[src/rtl/wb_regfile_if.sv]
// Writeback / register-file bus: MEM/WB inputs, decode read ports, debug port, retire count.
interface wb_regfile_if #(
    parameter int XLEN = 32
);
    logic [XLEN-1:0] WB_pc4;
    logic [XLEN-1:0] WB_alu_result;
    logic [XLEN-1:0] WB_load_data;
    logic [4:0]      WB_rd;
    logic            WB_RegWrite;
    logic [1:0]      WB_ResultSrc;
    logic            WB_valid;
    logic [4:0]      ID_rs1;
    logic [4:0]      ID_rs2;
    logic [XLEN-1:0] ID_rs1_data;
    logic [XLEN-1:0] ID_rs2_data;
    logic [XLEN-1:0] wb_result;
    logic            wb_write_en;
    logic [4:0]      dbg_addr;
    logic [XLEN-1:0] dbg_data;
    logic [63:0]     instret;

    modport master (
        output WB_pc4, WB_alu_result, WB_load_data, WB_rd, WB_RegWrite,
               WB_ResultSrc, WB_valid, ID_rs1, ID_rs2, dbg_addr,
        input  ID_rs1_data, ID_rs2_data, wb_result, wb_write_en, dbg_data, instret
    );

    modport slave (
        input  WB_pc4, WB_alu_result, WB_load_data, WB_rd, WB_RegWrite,
               WB_ResultSrc, WB_valid, ID_rs1, ID_rs2, dbg_addr,
        output ID_rs1_data, ID_rs2_data, wb_result, wb_write_en, dbg_data, instret
    );
endinterface

[src/rtl/wb_regfile.sv]
// RV32I writeback stage: result select, 32x32 register file with write-through
// bypass on the decode read ports, committed-state debug port, 64-bit retire counter.
module wb_regfile #(
    parameter int NREGS = 32,
    parameter int XLEN  = 32
) (
    input  logic         clk,
    input  logic         rst_n,
    wb_regfile_if.slave  bus
);
    logic [XLEN-1:0] regs_q [NREGS];
    logic [XLEN-1:0] regs_d [NREGS];
    logic [63:0]     instret_q;
    logic [63:0]     instret_d;
    logic [XLEN-1:0] result;
    logic            write_en;

    // Writeback result select; the reserved code 11 falls back to the ALU result.
    always_comb begin
        case (bus.WB_ResultSrc)
            2'b01:   result = bus.WB_load_data;
            2'b10:   result = bus.WB_pc4;
            default: result = bus.WB_alu_result;
        endcase
        write_en = bus.WB_RegWrite && bus.WB_valid && (bus.WB_rd != 5'd0);
    end

    assign bus.wb_result   = result;
    assign bus.wb_write_en = write_en;

    // Next register-file and counter state; x0 is excluded by write_en.
    always_comb begin
        regs_d = regs_q;
        if (write_en) begin
            regs_d[bus.WB_rd] = result;
        end
        instret_d = bus.WB_valid ? instret_q + 64'd1 : instret_q;
    end

    // State registers; reset clears everything and drops any write in flight.
    always_ff @(posedge clk or negedge rst_n) begin
        if (!rst_n) begin
            regs_q    <= '{default: '0};
            instret_q <= 64'd0;
        end else begin
            regs_q    <= regs_d;
            instret_q <= instret_d;
        end
    end

    // Decode read ports bypass the value being committed this cycle; debug sees committed state only.
    always_comb begin
        bus.ID_rs1_data = '0;
        bus.ID_rs2_data = '0;
        bus.dbg_data    = '0;
        if (bus.ID_rs1 != 5'd0) begin
            bus.ID_rs1_data = (write_en && bus.ID_rs1 == bus.WB_rd) ? result : regs_q[bus.ID_rs1];
        end
        if (bus.ID_rs2 != 5'd0) begin
            bus.ID_rs2_data = (write_en && bus.ID_rs2 == bus.WB_rd) ? result : regs_q[bus.ID_rs2];
        end
        if (bus.dbg_addr != 5'd0) begin
            bus.dbg_data = regs_q[bus.dbg_addr];
        end
    end

    assign bus.instret = instret_q;
endmodule
[src/flat_wrapper.sv]
// flat-port wrapper written by rule: the top's interface ports become plain ports
module wb_regfile_flat 
#(
    parameter int NREGS = 32,
    parameter int XLEN  = 32
)
  (clk, rst_n, bus_WB_pc4, bus_WB_alu_result, bus_WB_load_data, bus_WB_rd, bus_WB_RegWrite, bus_WB_ResultSrc, bus_WB_valid, bus_ID_rs1, bus_ID_rs2, bus_dbg_addr, bus_ID_rs1_data, bus_ID_rs2_data, bus_wb_result, bus_wb_write_en, bus_dbg_data, bus_instret);
  wb_regfile_if #(.XLEN(XLEN)) bus_i ();
  input  logic clk;
  input  logic rst_n;
  input wire logic [$bits(bus_i.WB_pc4)-1:0] bus_WB_pc4;
  input wire logic [$bits(bus_i.WB_alu_result)-1:0] bus_WB_alu_result;
  input wire logic [$bits(bus_i.WB_load_data)-1:0] bus_WB_load_data;
  input wire logic [$bits(bus_i.WB_rd)-1:0] bus_WB_rd;
  input wire logic [$bits(bus_i.WB_RegWrite)-1:0] bus_WB_RegWrite;
  input wire logic [$bits(bus_i.WB_ResultSrc)-1:0] bus_WB_ResultSrc;
  input wire logic [$bits(bus_i.WB_valid)-1:0] bus_WB_valid;
  input wire logic [$bits(bus_i.ID_rs1)-1:0] bus_ID_rs1;
  input wire logic [$bits(bus_i.ID_rs2)-1:0] bus_ID_rs2;
  input wire logic [$bits(bus_i.dbg_addr)-1:0] bus_dbg_addr;
  output wire logic [$bits(bus_i.ID_rs1_data)-1:0] bus_ID_rs1_data;
  output wire logic [$bits(bus_i.ID_rs2_data)-1:0] bus_ID_rs2_data;
  output wire logic [$bits(bus_i.wb_result)-1:0] bus_wb_result;
  output wire logic [$bits(bus_i.wb_write_en)-1:0] bus_wb_write_en;
  output wire logic [$bits(bus_i.dbg_data)-1:0] bus_dbg_data;
  output wire logic [$bits(bus_i.instret)-1:0] bus_instret;
  assign bus_i.WB_pc4 = bus_WB_pc4;
  assign bus_i.WB_alu_result = bus_WB_alu_result;
  assign bus_i.WB_load_data = bus_WB_load_data;
  assign bus_i.WB_rd = bus_WB_rd;
  assign bus_i.WB_RegWrite = bus_WB_RegWrite;
  assign bus_i.WB_ResultSrc = bus_WB_ResultSrc;
  assign bus_i.WB_valid = bus_WB_valid;
  assign bus_i.ID_rs1 = bus_ID_rs1;
  assign bus_i.ID_rs2 = bus_ID_rs2;
  assign bus_i.dbg_addr = bus_dbg_addr;
  assign bus_ID_rs1_data = bus_i.ID_rs1_data;
  assign bus_ID_rs2_data = bus_i.ID_rs2_data;
  assign bus_wb_result = bus_i.wb_result;
  assign bus_wb_write_en = bus_i.wb_write_en;
  assign bus_dbg_data = bus_i.dbg_data;
  assign bus_instret = bus_i.instret;
  wb_regfile #(.NREGS(NREGS), .XLEN(XLEN)) u_core (.clk(clk), .rst_n(rst_n), .bus(bus_i));
endmodule
[config.mk]
export PLATFORM = sky130hd
export DESIGN_NAME = wb_regfile_flat
export DESIGN_NICKNAME = d
export VERILOG_FILES = /design/src/rtl/wb_regfile_if.sv /design/src/rtl/wb_regfile.sv /design/src/flat_wrapper.sv
export SDC_FILE = /design/constraint.sdc
export NUM_CORES = 2
export LEC_CHECK = 0
export ABC_AREA = 1
export CAP_MARGIN = 30
export CORE_AREA = 2 2 406 449
export CTS_CLUSTER_SIZE = 12
export DETAILED_ROUTE_END_ITERATION = 8
export DIE_AREA = 0 0 408 451
export GPL_ROUTABILITY_DRIVEN = 0
export PLACE_DENSITY_LB_ADDON = 0.15
export SYNTH_ARGS = -nofsm -noshare
export SYNTH_HDL_FRONTEND = slang
export SYNTH_SLANG_ARGS = --single-unit
[constraint.sdc]
create_clock -name clk -period 2.7 [get_ports clk]
set_clock_uncertainty 0.1 [all_clocks]
set_input_delay 0.405 -clock clk [delete_from_list [all_inputs] [get_ports clk]]
set_output_delay 0.405 -clock clk [all_outputs]
set_load 0.005 [all_outputs]
Word-level counts from Yosys, hierarchy flattened
Cells that the tools add are included.

storage, ports and cells
  register bits = 1088
  latch bits = 0
  bits in writable memories = 0
  memory bits (read-only) = 0
  bits of input ports = 122
  output and inout port bits = 193
  logic and storage cells = 74
  memories = 0

cells by class
  $add $sub $neg = 1
  multiply operators = 0
  divide/modulo/power cells = 0
  order comparisons = 5
  equal/unequal tests = 4
  shift operators = 0
  mux-type cells = 18
  bitwise operators = 4
  reduce and logical (&&, ||, !) cells = 9

operators with widths
  operator               number
  $bwmux 1024            1
  $bmux 32 s5            3
  $mux 32                12
  $demux 32 s5           1
  $add 64x1->64 const B  1
  $pmux 32 s2            1
  $ge 6x6->1 const B     4
  $not 5->6              4
  $reduce_bool 5->1      4
  $eq 5x5->1             2
  $lt 6x1->1 const B     1
  $logic_and 1x1->1      5
  $eq 2x1->1 const B     1
  $eq 2x2->1 const B     1

Depth between registers and ports, before layout
  word-level depth = 6
  mapped depth = 13

Worst setup path after synthesis
No wires, ideal clock.

  path kind = input to output
  start point = input port bus_WB_ResultSrc[0]
  end point = output port bus_ID_rs1_data[12]
  data arrival time = 1988 ps
  setup slack = 207 ps
  stages on the path = 10
  cells stage by stage = inv_1 > ha_1 > inv_2 > buf_2 > buf_1 > nand2_1 > o21ai_0 > clkbuf_1 > o21ai_0 > a21oi_1

between the ends
  word-level cells in the longest chain between the ends = 4
  elaborated cells on any way between the ends = 5

RTL lines
  element                                          line                RTL
  start: declaration                               flat_wrapper.sv:16  input wire logic [$bits(bus_i.WB_ResultSrc)-1:0] bus_WB_ResultSrc;
  $eq 2x2->1 / $eq 2x1->1 (equally long branches)  wb_regfile.sv:20    case (bus.WB_ResultSrc)
  $pmux 32 s2 *                                    wb_regfile.sv:20
  $mux 32 *                                        wb_regfile.sv:57    bus.ID_rs1_data = (write_en && bus.ID_rs1 == bus.WB_rd) ? result : regs_q[bus.ID_rs1];
  $mux 32 *                                        wb_regfile.sv:56    if (bus.ID_rs1 != 5'd0) begin
  end: declaration                                 flat_wrapper.sv:21  output wire logic [$bits(bus_i.ID_rs1_data)-1:0] bus_ID_rs1_data;

Every way passes the cells marked *; elsewhere a longest branch is shown, timed or not.

Worst setup path after layout
  start point = register u_core.regs_q[341] (netlist name)
  end point = output port bus_ID_rs1_data[21]

between the ends
  word-level cells in the longest chain between the ends = 5

RTL lines
  element                                      line              RTL
  start: declaration                           wb_regfile.sv:11  logic [XLEN-1:0] regs_q [NREGS];
  start signal: assignment                     wb_regfile.sv:46  regs_q <= regs_d;
  $bmux 32 s5                                  wb_regfile.sv:57
  $mux 32 (implied by the code) (2 in series)  wb_regfile.sv:57
  $mux 32                                      wb_regfile.sv:57
  $mux 32                                      wb_regfile.sv:56

Every way passes these cells. The select of a mux whose other input is x is not followed.

==> flow_summary.toml <==
[status]
status = "finished, violations left"
violations = "negative setup slack"

[logic_synthesis]
synth.distinct_cells = 33
syn_inst = 10630
synth.cell_area_um2 = 71390
seq_area_frac_synth_pct = 38.14
synth-seq-cells = 1088
syn_avg_cell_area_um2 = 6.714
synth_nets = 10760
yosys_warnings = 0

[clocking]
clockBufferDepth = 3
ctsHtreeMaxLevel = 4
root_buffer = "clkbuf_16"
clk_latency_ns = 0.82
cts_sinks = 1088
cts_tree = "done"
clkTransAtPathRegs_ns = 0.06
numCtsBuffers = 134

[power_and_ir_drop]
leakage_nw = 41.94
power_w = 0.05639
ir_drop_mv = 0.7522
power_density_nw_per_um2 = 590.5

[placement]
place_area_um2 = 85590
dpl.hpwl_mm = 243.0
dp.cells = 13290
numPortBuffers = 314

[die]
die-area_um2 = 184000
die_y_um = 451
fp.dieW_um = 408
core_area_um2 = 180000
start_util_pct = 39.67
io_pins = 315
num_rows = 164

[critical_path]
critPathMaxFanout = 3
critPathMaxStageDelay_ns = 0.38
path_cells = "inv_2 > a21oi_2 > o21ai_1 > nand3_1 > nand3_2 > nand3_2 > nand2_2 > a21oi_4 > buf_2"
start_kind = "flip-flop"
end_kind = "primary output"
path_buf_inv = 2
startpoint = "u_core.regs_q[341]"
r2r-start = "u_core.bus.instret[10]"
slowest_stage = "dfrtp_1"
required_ns = 2.19
critPathKind = "reg -> out"
cp.arrival_ns = 2.32
path_delay_family = "compound AO/OA/AOI/OAI gates"
crit_top_cell = "nand3_2"

[routing]
drc = 0
postRouteAntennaNets = 0
vias = 84040
via_per_inst = 6.117
wl_mm = 370.6
dr.first_iter.drc_count = 12510
first_pass_iters = 7
wl_per_cell_um = 26.97

[cells_and_area]
area_delta_synth_final_pct = 33.77
fin_nets = 11350
finalNonFillerCells = 13740
drive_gt1_share_pct = 21.74
design_area_um2 = 95510

[timing]
max_freq_ghz = 0.3536
finalSetupViolations = 32
setup-tns-final_ns = -1.441
slew-limit-headroom_pct = 52.75
worst_pin_slew_ns = 0.7088
post-route-period-util_pct = 104.7
post-route-min-period_ns = 2.828
drv_slew = 0
rsz0062_at_grt = "yes"
hold_violations = 0
setup_slack_ns = -0.1277

[grt]
grt-ovfl-total = 0
antenna_found_initial = 7
grt_usage_pct = 38.58
grt_pass1_vias = 78550
grt_max_degree = 107
grt_first_pass_wirelength_mm = 532.2

[worst_hold_path]
hold_path_class = "in -> reg"
hp-start = "bus_WB_valid"

[run]
cap_violations = 0
-- cell usage after synthesis, drive strengths merged --
cell | count | area, um^2
a22o | 32 | 280.3
o21a | 16 | 120.1
a21oi | 834 | 4174
and2 | 1 | 6.260
nand2 | 2438 | 9151
xnor2 | 20 | 175.2
nor4 | 3 | 25.02
ha | 3 | 37.54
nand3 | 1320 | 6606
clkinv | 3 | 11.26
nor3 | 28 | 150.1
or2 | 19 | 118.9
o211ai | 618 | 4639
clkbuf | 739 | 2774
o22ai | 1 | 6.260
dfrtp | 1088 | 27230
nor2 | 302 | 1221
nor3b | 1 | 7.510
buf | 264 | 1196
inv | 992 | 3724
xor2 | 30 | 262.8
o21ai | 1849 | 9254
nand4 | 29 | 196.4
nand3b | 4 | 30.03
-- worst reg2reg max path, delay by kind of cell (launching register included) --
family	cells	cell delay, ns
simple gates	9	1.44
flops	1	0.46
buf+inv	1	0.17
-- logic make-up (layout without fill, tap and decap cells) --
family | Yosys count | after routing | synth area share [%]
other cells | 0 | 5 | 0
fa+ha+maj | 3 | 3 | 0.05258
xor+xnor | 50 | 50 | 0.6134
buf+inv | 1998 | 2691 | 10.79
simple gates | 4145 | 4145 | 24.53
compound gates | 3350 | 3350 | 25.88
flops | 1088 | 1088 | 38.14
-- layout make-up --
cell class              count  area, um^2
flip-flops and latches   1088       27230
multi-input cells        7548       40050
diodes                      5       12.51
clock inverters            53       768.2
fillers                 17150       84450
inverters                 995        3851
well taps                2407        3012
clock buffers             181        3864
repair buffers           1462       16720
-- state kept, by name, indices dropped and copies added, names as in the netlist --
register,cells
u_core.regs_q,1024
u_core.bus.instret,64
-- cells in the final DEF (no fill, tap or decap), drive strengths merged --
cell type,Yosys,routed
xnor2,20,20
nand2,2438,2438
o21a,16,16
nor4,3,3
bufinv,0,14
clkinv,3,35
dlygate4sd2,0,10
a22o,32,32
o211ai,618,618
diode,0,5
nor3b,1,1
buf,264,1257
dlymetal6s2s,0,1
ha,3,3
a21oi,834,834
inv,992,996
nand4,29,29
nand3b,4,4
clkdlybuf4s15,0,1
clkbuf,739,195
nor3,28,28
clkinvlp,0,3
bufbuf,0,2
xor2,30,30
nand3,1320,1320
o21ai,1849,1849
dlygate4sd3,0,3
and2,1,1
clkdlybuf4s50,0,174
nor2,302,302
o22ai,1,1
dfrtp,1088,1088
or2,19,19
-- report_power, final --
group          switching, W  leakage, nW  internal, W
registers           0.00191         12.9       0.0189
clock network       0.00810         2.29       0.0114
logic               0.00987         26.7      0.00619
-- repair_timing --
| item | in CTS | in global routing |
|---|---|---|
| buffers inserted | 135 | 96 |
| pin swaps | 413 | 471 |
| gates cloned | 4 | 10 |
| hold buffers | 3 | 0 |
| endpoints found under the setup margin | 128 | 109 |
| resized for setup | 1173 | 726 |
| endpoints found under the hold margin | 340 | 0 |
-- metal layers --
layer	vias up	global-route usage, %	share of wire, %
li1	37010	-	-
met1	39690	50.13	38
met2	5958	55.94	41
met3	1374	11.42	13
met4	6	24.32	7.4
met5	-	0	0.010
-- per-stage QoR --
stage,hold slack [ns],util [%],setup WS [ns]
floorplan,0.009409,-,0.2071
global placement,0.2656,47.56,-1.296
detailed placement,0.2648,47.56,-1.286
CTS,0.08628,51.62,-0.1801
global route,0.1520,53.07,-0.2071
finish,0.1477,53.07,-0.1277
-- worst paths after layout --
| check | end | slack, ns | depth (start not counted) |
|---|---|---|---|
| max | bus_ID_rs1_data[21] | -0.13 | 9 |
| min | u_core.bus.instret[1] | 0.15 | 4 |
| max reg2reg | u_core.bus.instret[61] | 0.44 | 10 |
| min reg2reg | u_core.regs_q[1007] | 0.32 | 0 |
| max in group asynchronous | u_core.regs_q[476] | 0.83 | 4 |
| min in group asynchronous | u_core.regs_q[990] | 0.56 | 3 |
No activity file was read; power rests on OpenSTA's default activity.
